--- config.mk ---
export PLATFORM = sky130hd
export DESIGN_NAME = pipeline_hazard_ctrl
export DESIGN_NICKNAME = d
export VERILOG_FILES = /design/src/rtl/pipeline_hazard_ctrl.sv
export SDC_FILE = /design/constraint.sdc
export NUM_CORES = 1
export LEC_CHECK = 0
export ABC_CLOCK_PERIOD_IN_PS = 2920
export BUFFER_PORTS_ARGS = -buffer_cell sky130_fd_sc_hd__buf_2
export CORE_UTILIZATION = 40
export CTS_CLUSTER_SIZE = 24
export DETAILED_ROUTE_END_ITERATION = 7
export HOLD_SLACK_MARGIN = 0.06
export PLACE_DENSITY = 0.69
export SYNTH_ARGS = -nofsm -noshare
export SYNTH_HDL_FRONTEND = slang
export SYNTH_SLANG_ARGS = --single-unit
export TNS_END_PERCENT = 30
--- constraint.sdc ---
create_clock -name clk -period 2.92 [get_ports clk]
set_input_delay 0.584 -clock clk [delete_from_list [all_inputs] [get_ports clk]]
set_output_delay 0.584 -clock clk [all_outputs]
set_load 0.02 [all_outputs]
--- src/rtl/pipeline_hazard_ctrl.sv ---
// Stall/flush sequencer for the 5-stage pipeline: load-use, taken-branch flush, dmem waits.
// Optional HAZARD_STATS_EN adds saturating stall/flush statistics counters.
module pipeline_hazard_ctrl #(
   parameter int unsigned REG_ADDR_W   = 5,
   parameter int unsigned FLUSH_CYCLES = 1,
   parameter int unsigned MAX_MEM_WAIT = 15
) (
   input  logic                  clk,
   input  logic                  resetn,
   input  logic [REG_ADDR_W-1:0] id_rs1,
   input  logic [REG_ADDR_W-1:0] id_rs2,
   input  logic                  id_uses_rs1,
   input  logic                  id_uses_rs2,
   input  logic [REG_ADDR_W-1:0] ex_rd,
   input  logic                  ex_mem_read,
   input  logic                  branch_taken,
   input  logic                  dmem_busy,
   output logic                  pc_write_en,
   output logic                  if_id_write_en,
   output logic                  if_id_flush,
   output logic                  id_ex_bubble,
   output logic                  ex_mem_hold,
`ifdef HAZARD_STATS_EN
   output logic [15:0]           stall_cnt,
   output logic [15:0]           flush_cnt_total,
`endif
   output logic                  timeout_err
);

   typedef enum logic [1:0] {StRun, StFlush, StMemWait, StHalt} state_e;

   // Output vectors: {pc_write_en, if_id_write_en, if_id_flush, id_ex_bubble, ex_mem_hold}
   localparam logic [4:0] OutNormal = 5'b11000;
   localparam logic [4:0] OutStall  = 5'b00010;
   localparam logic [4:0] OutFlush  = 5'b11110;
   localparam logic [4:0] OutWait   = 5'b00001;
   localparam logic [4:0] OutHalt   = 5'b00011;
   localparam logic [4:0] OutReset  = 5'b00110;

   localparam logic [2:0] FlushInit   = 3'(FLUSH_CYCLES);
   localparam logic [2:0] FlushReload = 3'(FLUSH_CYCLES - 1);
   localparam logic [7:0] MaxWait     = 8'(MAX_MEM_WAIT);

   state_e     state_q, state_d;
   logic [2:0] flush_cnt_q, flush_cnt_d;
   logic [2:0] flush_pend_q, flush_pend_d;
   logic [7:0] wait_cnt_q, wait_cnt_d;
   logic       timeout_q, timeout_d;
   logic       load_use;
   logic [7:0] wait_inc;
   logic [4:0] outs;

   assign load_use = ex_mem_read && (ex_rd != '0) &&
                     ((id_uses_rs1 && (id_rs1 == ex_rd)) || (id_uses_rs2 && (id_rs2 == ex_rd)));

   assign wait_inc = (wait_cnt_q < MaxWait) ? wait_cnt_q + 8'd1 : wait_cnt_q;

   always_comb begin
      outs = OutNormal;
      if (!resetn) begin
         outs = OutReset;
      end else begin
         unique case (state_q)
            StRun: begin
               if (dmem_busy)         outs = OutWait;
               else if (branch_taken) outs = OutFlush;
               else if (load_use)     outs = OutStall;
               else                   outs = OutNormal;
            end
            StFlush:   outs = dmem_busy ? OutWait : OutFlush;
            StMemWait: outs = OutWait;
            default:   outs = OutHalt;
         endcase
      end
   end

   assign {pc_write_en, if_id_write_en, if_id_flush, id_ex_bubble, ex_mem_hold} = outs;
   assign timeout_err = timeout_q;

   always_comb begin
      state_d      = state_q;
      flush_cnt_d  = flush_cnt_q;
      flush_pend_d = flush_pend_q;
      wait_cnt_d   = wait_cnt_q;
      timeout_d    = timeout_q;
      unique case (state_q)
         StRun, StFlush: begin
            if (dmem_busy) begin
               // The flush slot is lost to the stall; resume it after the wait.
               wait_cnt_d   = 8'd1;
               flush_cnt_d  = '0;
               state_d      = StMemWait;
               if (branch_taken)          flush_pend_d = FlushInit;
               else if (state_q == StRun) flush_pend_d = '0;
               else                       flush_pend_d = flush_cnt_q;
               if (8'd1 >= MaxWait) begin
                  timeout_d = 1'b1;
                  state_d   = StHalt;
               end
            end else if (branch_taken) begin
               flush_cnt_d = FlushReload;
               state_d     = (FlushReload != '0) ? StFlush : StRun;
            end else if (state_q == StFlush) begin
               if (flush_cnt_q <= 3'd1) begin
                  flush_cnt_d = '0;
                  state_d     = StRun;
               end else begin
                  flush_cnt_d = flush_cnt_q - 3'd1;
               end
            end
         end
         StMemWait: begin
            if (dmem_busy) begin
               wait_cnt_d = wait_inc;
               if (branch_taken) flush_pend_d = FlushInit;
               if (wait_inc >= MaxWait) begin
                  timeout_d = 1'b1;
                  state_d   = StHalt;
               end
            end else begin
               wait_cnt_d = '0;
               if (flush_pend_q != '0) begin
                  flush_cnt_d  = flush_pend_q;
                  flush_pend_d = '0;
                  state_d      = StFlush;
               end else begin
                  state_d = StRun;
               end
            end
         end
         default: state_d = StHalt;
      endcase
   end

   always_ff @(posedge clk or negedge resetn) begin
      if (!resetn) begin
         state_q      <= StRun;
         flush_cnt_q  <= '0;
         flush_pend_q <= '0;
         wait_cnt_q   <= '0;
         timeout_q    <= 1'b0;
      end else begin
         state_q      <= state_d;
         flush_cnt_q  <= flush_cnt_d;
         flush_pend_q <= flush_pend_d;
         wait_cnt_q   <= wait_cnt_d;
         timeout_q    <= timeout_d;
      end
   end

`ifdef HAZARD_STATS_EN
   always_ff @(posedge clk or negedge resetn) begin
      if (!resetn) begin
         stall_cnt       <= '0;
         flush_cnt_total <= '0;
      end else begin
         if (!pc_write_en && (stall_cnt != 16'hFFFF))      stall_cnt <= stall_cnt + 16'd1;
         if (if_id_flush && (flush_cnt_total != 16'hFFFF)) flush_cnt_total <= flush_cnt_total + 16'd1;
      end
   end
`else
   // Statistics counters are not built in this configuration.
`endif

endmodule
# Word-level counts from Yosys, hierarchy flattened
# Index checks and enable logic that the tools add are counted.
# W data, S select, Z words.
# totals
ff_bits	17
in_bits	22
out_inout_bits	6
word_cells	69
# classes
addsub	2
order_cmp	3
n_eq_ne	12
muxes	32
reduce_logical	15
# ops
operator	n
$mux W3	12
$mux W5	5
$mux W8	3
$pmux W8 S2	1
$pmux W5 S3	1
$mux W2	6
$pmux W3 S2	2
$eq A5 B5 Y1	2
$ne A3 B3 Y1 const B	3
$add A8 B1 Y8 const B	1
$ge A8 B4 Y1 const B	1
$lt A8 B4 Y1 const B	1
$ne A4 B4 Y1 const B	2
$reduce_and A4 Y1	2
$ne A2 B2 Y1 const B	3
$reduce_and A3 Y1	2
$reduce_bool A5 Y1	1
$logic_and A1 B1 Y1	4
$pmux W2 S2	1
$le A3 B1 Y1 const B	1
$reduce_bool A3 Y1	1
$sub A3 B1 Y3 const B	1
$eq A2 B1 Y1 const B	1
$eq A2 B2 Y1 const B	1
other kinds (6)	6

# Logic depth before layout (Yosys ltp)
# logic_depth
word_depth	9
mapped_depth	6
ltp_nobuf	6

# Worst setup path after synthesis
# OpenSTA, ideal clock, no wires.
# synth_timing
kind	input to output
from	input ex_rd[1]
to	output pc_write_en
arrival_ps	1748
required_ps	2336
slack_ps	588
stages	5
path_cell_list	or4_1 -> o21a_1 -> nand2_1 -> o211a_1 -> buf_4
# synth_between
elab_chain_len	9
word_cells_on_any_way	13
# synth_lines
item	line	text
from (decl)	14	input logic [REG_ADDR_W-1:0] ex_rd,
$eq A5 B5 Y1	54	((id_uses_rs1 && (id_rs1 == ex_rd)) || (id_uses_rs2 && (id_rs2 == ex_rd)));
$logic_and A1 B1 Y1	54	
$logic_or A1 B1 Y1	54	
$logic_and A1 B1 Y1 (*)	53	assign load_use = ex_mem_read && (ex_rd != '0) &&
$mux W5 (*)	67	else if (load_use) outs = OutStall;
$mux W5 (*)	66	else if (branch_taken) outs = OutFlush;
$mux W5 (*)	65	if (dmem_busy) outs = OutWait;
$pmux W5 S3 (*)	63	unique case (state_q)
$mux W5 (*)	60	if (!resetn) begin
to (decl)	18	output logic pc_write_en,
# Every way passes the cells marked *; elsewhere a longest branch is shown, timed or not.

# Worst setup path after layout
# layout_timing
from	register state_q[1]
to	output id_ex_bubble
# layout_between
elab_chain_len	3
word_cells_on_any_way	5
# layout_lines
item	line	text
from (decl)	44	state_e state_q, state_d;
from (signal assigned)	137	state_q <= StRun;
from (signal assigned)	143	state_q <= state_d;
$eq A2 B2 Y1 (tied with other cells)	63	
$pmux W5 S3 (*)	63	
$mux W5 (*)	60	
to (decl)	21	output logic id_ex_bubble,
# Marks and branches as above.

==> reports/results.txt <==
clock period minus worst slack: 2460 ps
number of port buffers: 27
NumNets Final: 188
ys async rst share: 100%
dominant synthesized flop cell: dfrtp_1
GRT overflow: 0
final weighted congestion of routability-driven global placement: 0.837
violations in the final reports: design-rule violations
CTS sink cnt: 17
routed via count divided by cell count: 5.78
mean instance size in the synthesized netlist: 9.03 um^2
clock root cell: clkbuf_4
post-placement worst setup slack: 538 ps
floorplan row count: 19
starting density of the core: 43.4%
class of the worst hold path: in -> async
post-CTS clock slew at the launch and capture registers of the worst setup and hold paths: 90 ps
kind of capture point of the worst setup path: output pin
Cell Count, Final, Fillers Out: 193
top cells by area, synth: dfrtp_1, xor2_1, nor2_1, mux2i_1, ha_1
total negative slack for setup checks: 0 ps
via count: 1115
data required time at the worst endpoint: 2340 ps
data arrival time at the worst-slack endpoint: 1880 ps
DIE AREA: 3290 um^2
total CTS buffers: 3
area overhead of the layout relative to synthesis: 14.6%
unrepaired setup endpoints after global routing: no
first-pass detailed-route iteration total: 6
iteration-0 DRC count of the detailed router: 80
number of nets in the synthesized netlist: 161
power density over cell area: 589 nW/um^2
DRC violation count after routing: 6
Tightest Pin Transition: 562 ps
fillcell total: 273
final cycle utilization of the critical path: 84.3%
number of placed instances, taps included: 189
Crit path top cell by count: nand2b_1
Die W: 57.4 um
clock latency of the later-clocked register in the worst-skew pair: 280 ps
WL/cell: 13.6 um
met2 track utilization from global routing: 29.4%
run status: complete, but fails checks
Worst Slack Setup Final: 459 ps
total of flip-flops plus latches after synthesis: 17
count of cells resized by post-cts repair: 0
max_cap viols: 0
layout cells sized above 1: 24.1%
HPWL after detailed placement: 2050 um
Hold Fails Final Rpt: 0
post-route total power: 0.828 mW
number of buffers inserted to repair setup after CTS: 0
Cell Area, Synth: 1230 um^2
number of synthesized flops with an enable pin: 0
maximum vdd ir drop: 0.258 mV
category of the critical setup timing path: reg -> out
number of global-route vias before repair: 1021
H-tree levels: 1
Post-Syn Instances: 136
Leakage: 0.624 nW
first-pass GRT wire length: 4400 um
type of origin of the critical path: flip-flop
Max-Slew Margin vs Limit: 62.2%
Core Area: 2830 um^2
antenna violations before repair: 0
area leader, netlist: dfrtp_1
met1 Resource Use GR: 22.2%
Antenna Nets Post-Route: 0
Die Span Y: 57.4 um
crit path cell chain: nand2b_1 -> o21ai_0 -> nand2b_1 -> o221ai_1 -> buf_2
Setup-failing EPs final: 0
area share of the leading cell type in the synthesized netlist: 34.7%
commonest cells after routing, fill and taps aside: buf_2, dfrtp_1, nor2_1
Top Ports: 28
met3 capacity usage during global routing: 2.49%
GRT Overall Usage: 17.1%
most common cell after layout, fill and taps aside: buf_2
total of warnings raised by yosys: 0
max-slew violation count: 0
critical-path maximum fanout: 16
TritonCTS clock tree: done
Diodes inserted: 0
sequential cell area fraction in the yosys report: 34.7%
total length of routed wires: 2620 um
gr busiest metal: met2
number of distinct library cells after synthesis: 47
cell with the largest stage delay on the worst path: dfrtp_1
maximum buffer depth of the clock tree: 2
hold-fix buffer count after cts: 0
CP max stage delay: 550 ps
largest net degree at the start of global routing: 22
worst clock skew: 0.233 ps
highest clock rate: 406 MHz
routing by layer:
layer	part of all wire [%]	vias up	wire (um)
met1	46	522	1220
met3	5.9	4	154
met2	47	33	1220
met4	0.92	0	24
met5	0	-	0
li1	-	556	-
cell usage after synthesis (3+ instances only):
library cell	instances
mux2i_1	4
ha_1	3
and2_1	5
xor2_1	8
dfrtp_1	17
o21ai_0	5
nor2_1	11
clkbuf_1	3
a22oi_1	3
nand2_1	10
o31ai_1	4
a21oi_1	7
inv_1	6
nand2b_1	3
xnor2_1	3
where the power goes:
group          switching (mW)  total (mW)  internal, mW
logic                   0.200       0.367         0.167
clock network          0.0695       0.123        0.0530
registers              0.0627       0.338         0.275
final timing paths:
path                                  endpoint  cells past startpoint  slack, ps     startpoint
worst max-delay path              id_ex_bubble                      5        460     state_q[1]
worst min-delay path            flush_cnt_q[0]                      1        220         resetn
worst max register to register      state_q[0]                      5        910  wait_cnt_q[0]
worst min register to register     timeout_err                      2        480    timeout_err
max in group asynchronous        wait_cnt_q[1]                      1       2400         resetn
min in group clk                   timeout_err                      2        480    timeout_err
critical path, delay by kind of cell, from the launching register on:
family | cells | cell delay [ps]
AOI/OAI and AO/OA | 2 | 390
buffers and inverters | 1 | 200
DFF | 1 | 550
and+or+nand+nor | 2 | 450
cell families (layout without fill, tap and decap cells):
logic type	after synthesis	after routing	share of synthesized area, %
and+or+nand+nor	47	47	21.3
adders and majority gates	3	3	3.06
xor gates and xnor gates	11	11	7.85
DFF	17	17	34.7
AOI/OAI and AO/OA	40	40	23.9
muxes	6	6	5.10
buffers and inverters	12	38	4.18
registers in the layout, indices dropped and copies added, names as in the netlist:
signal / cells
flush_cnt_q: 3
flush_pend_q: 3
state_q: 2
timeout_err: 1
wait_cnt_q: 8
layout make-up:
type | instances | area [um^2] | share of cell area [%]
multi-input cells | 107 | 751 | 53.4
flip-flops and latches | 17 | 425 | 30.2
repair buffers | 28 | 143 | 10.1
well taps | 31 | 38.8 | 2.76
clock buffers | 4 | 26.3 | 1.87
inverters | 6 | 22.5 | 1.60
metrics by stage:
| step | hold slack (ps) | util [%] | area [um^2] |
|---|---|---|---|
| finish | 223 | 49.7 | 1410 |
| global route | 238 | 49.7 | 1410 |
| CTS | 231 | 49.7 | 1410 |
| detailed placement | 470 | 48.8 | 1380 |
| global placement | 464 | 48.8 | 1380 |
| floorplan | 288 | - | 1230 |
(Power assumes the default switching activity.)
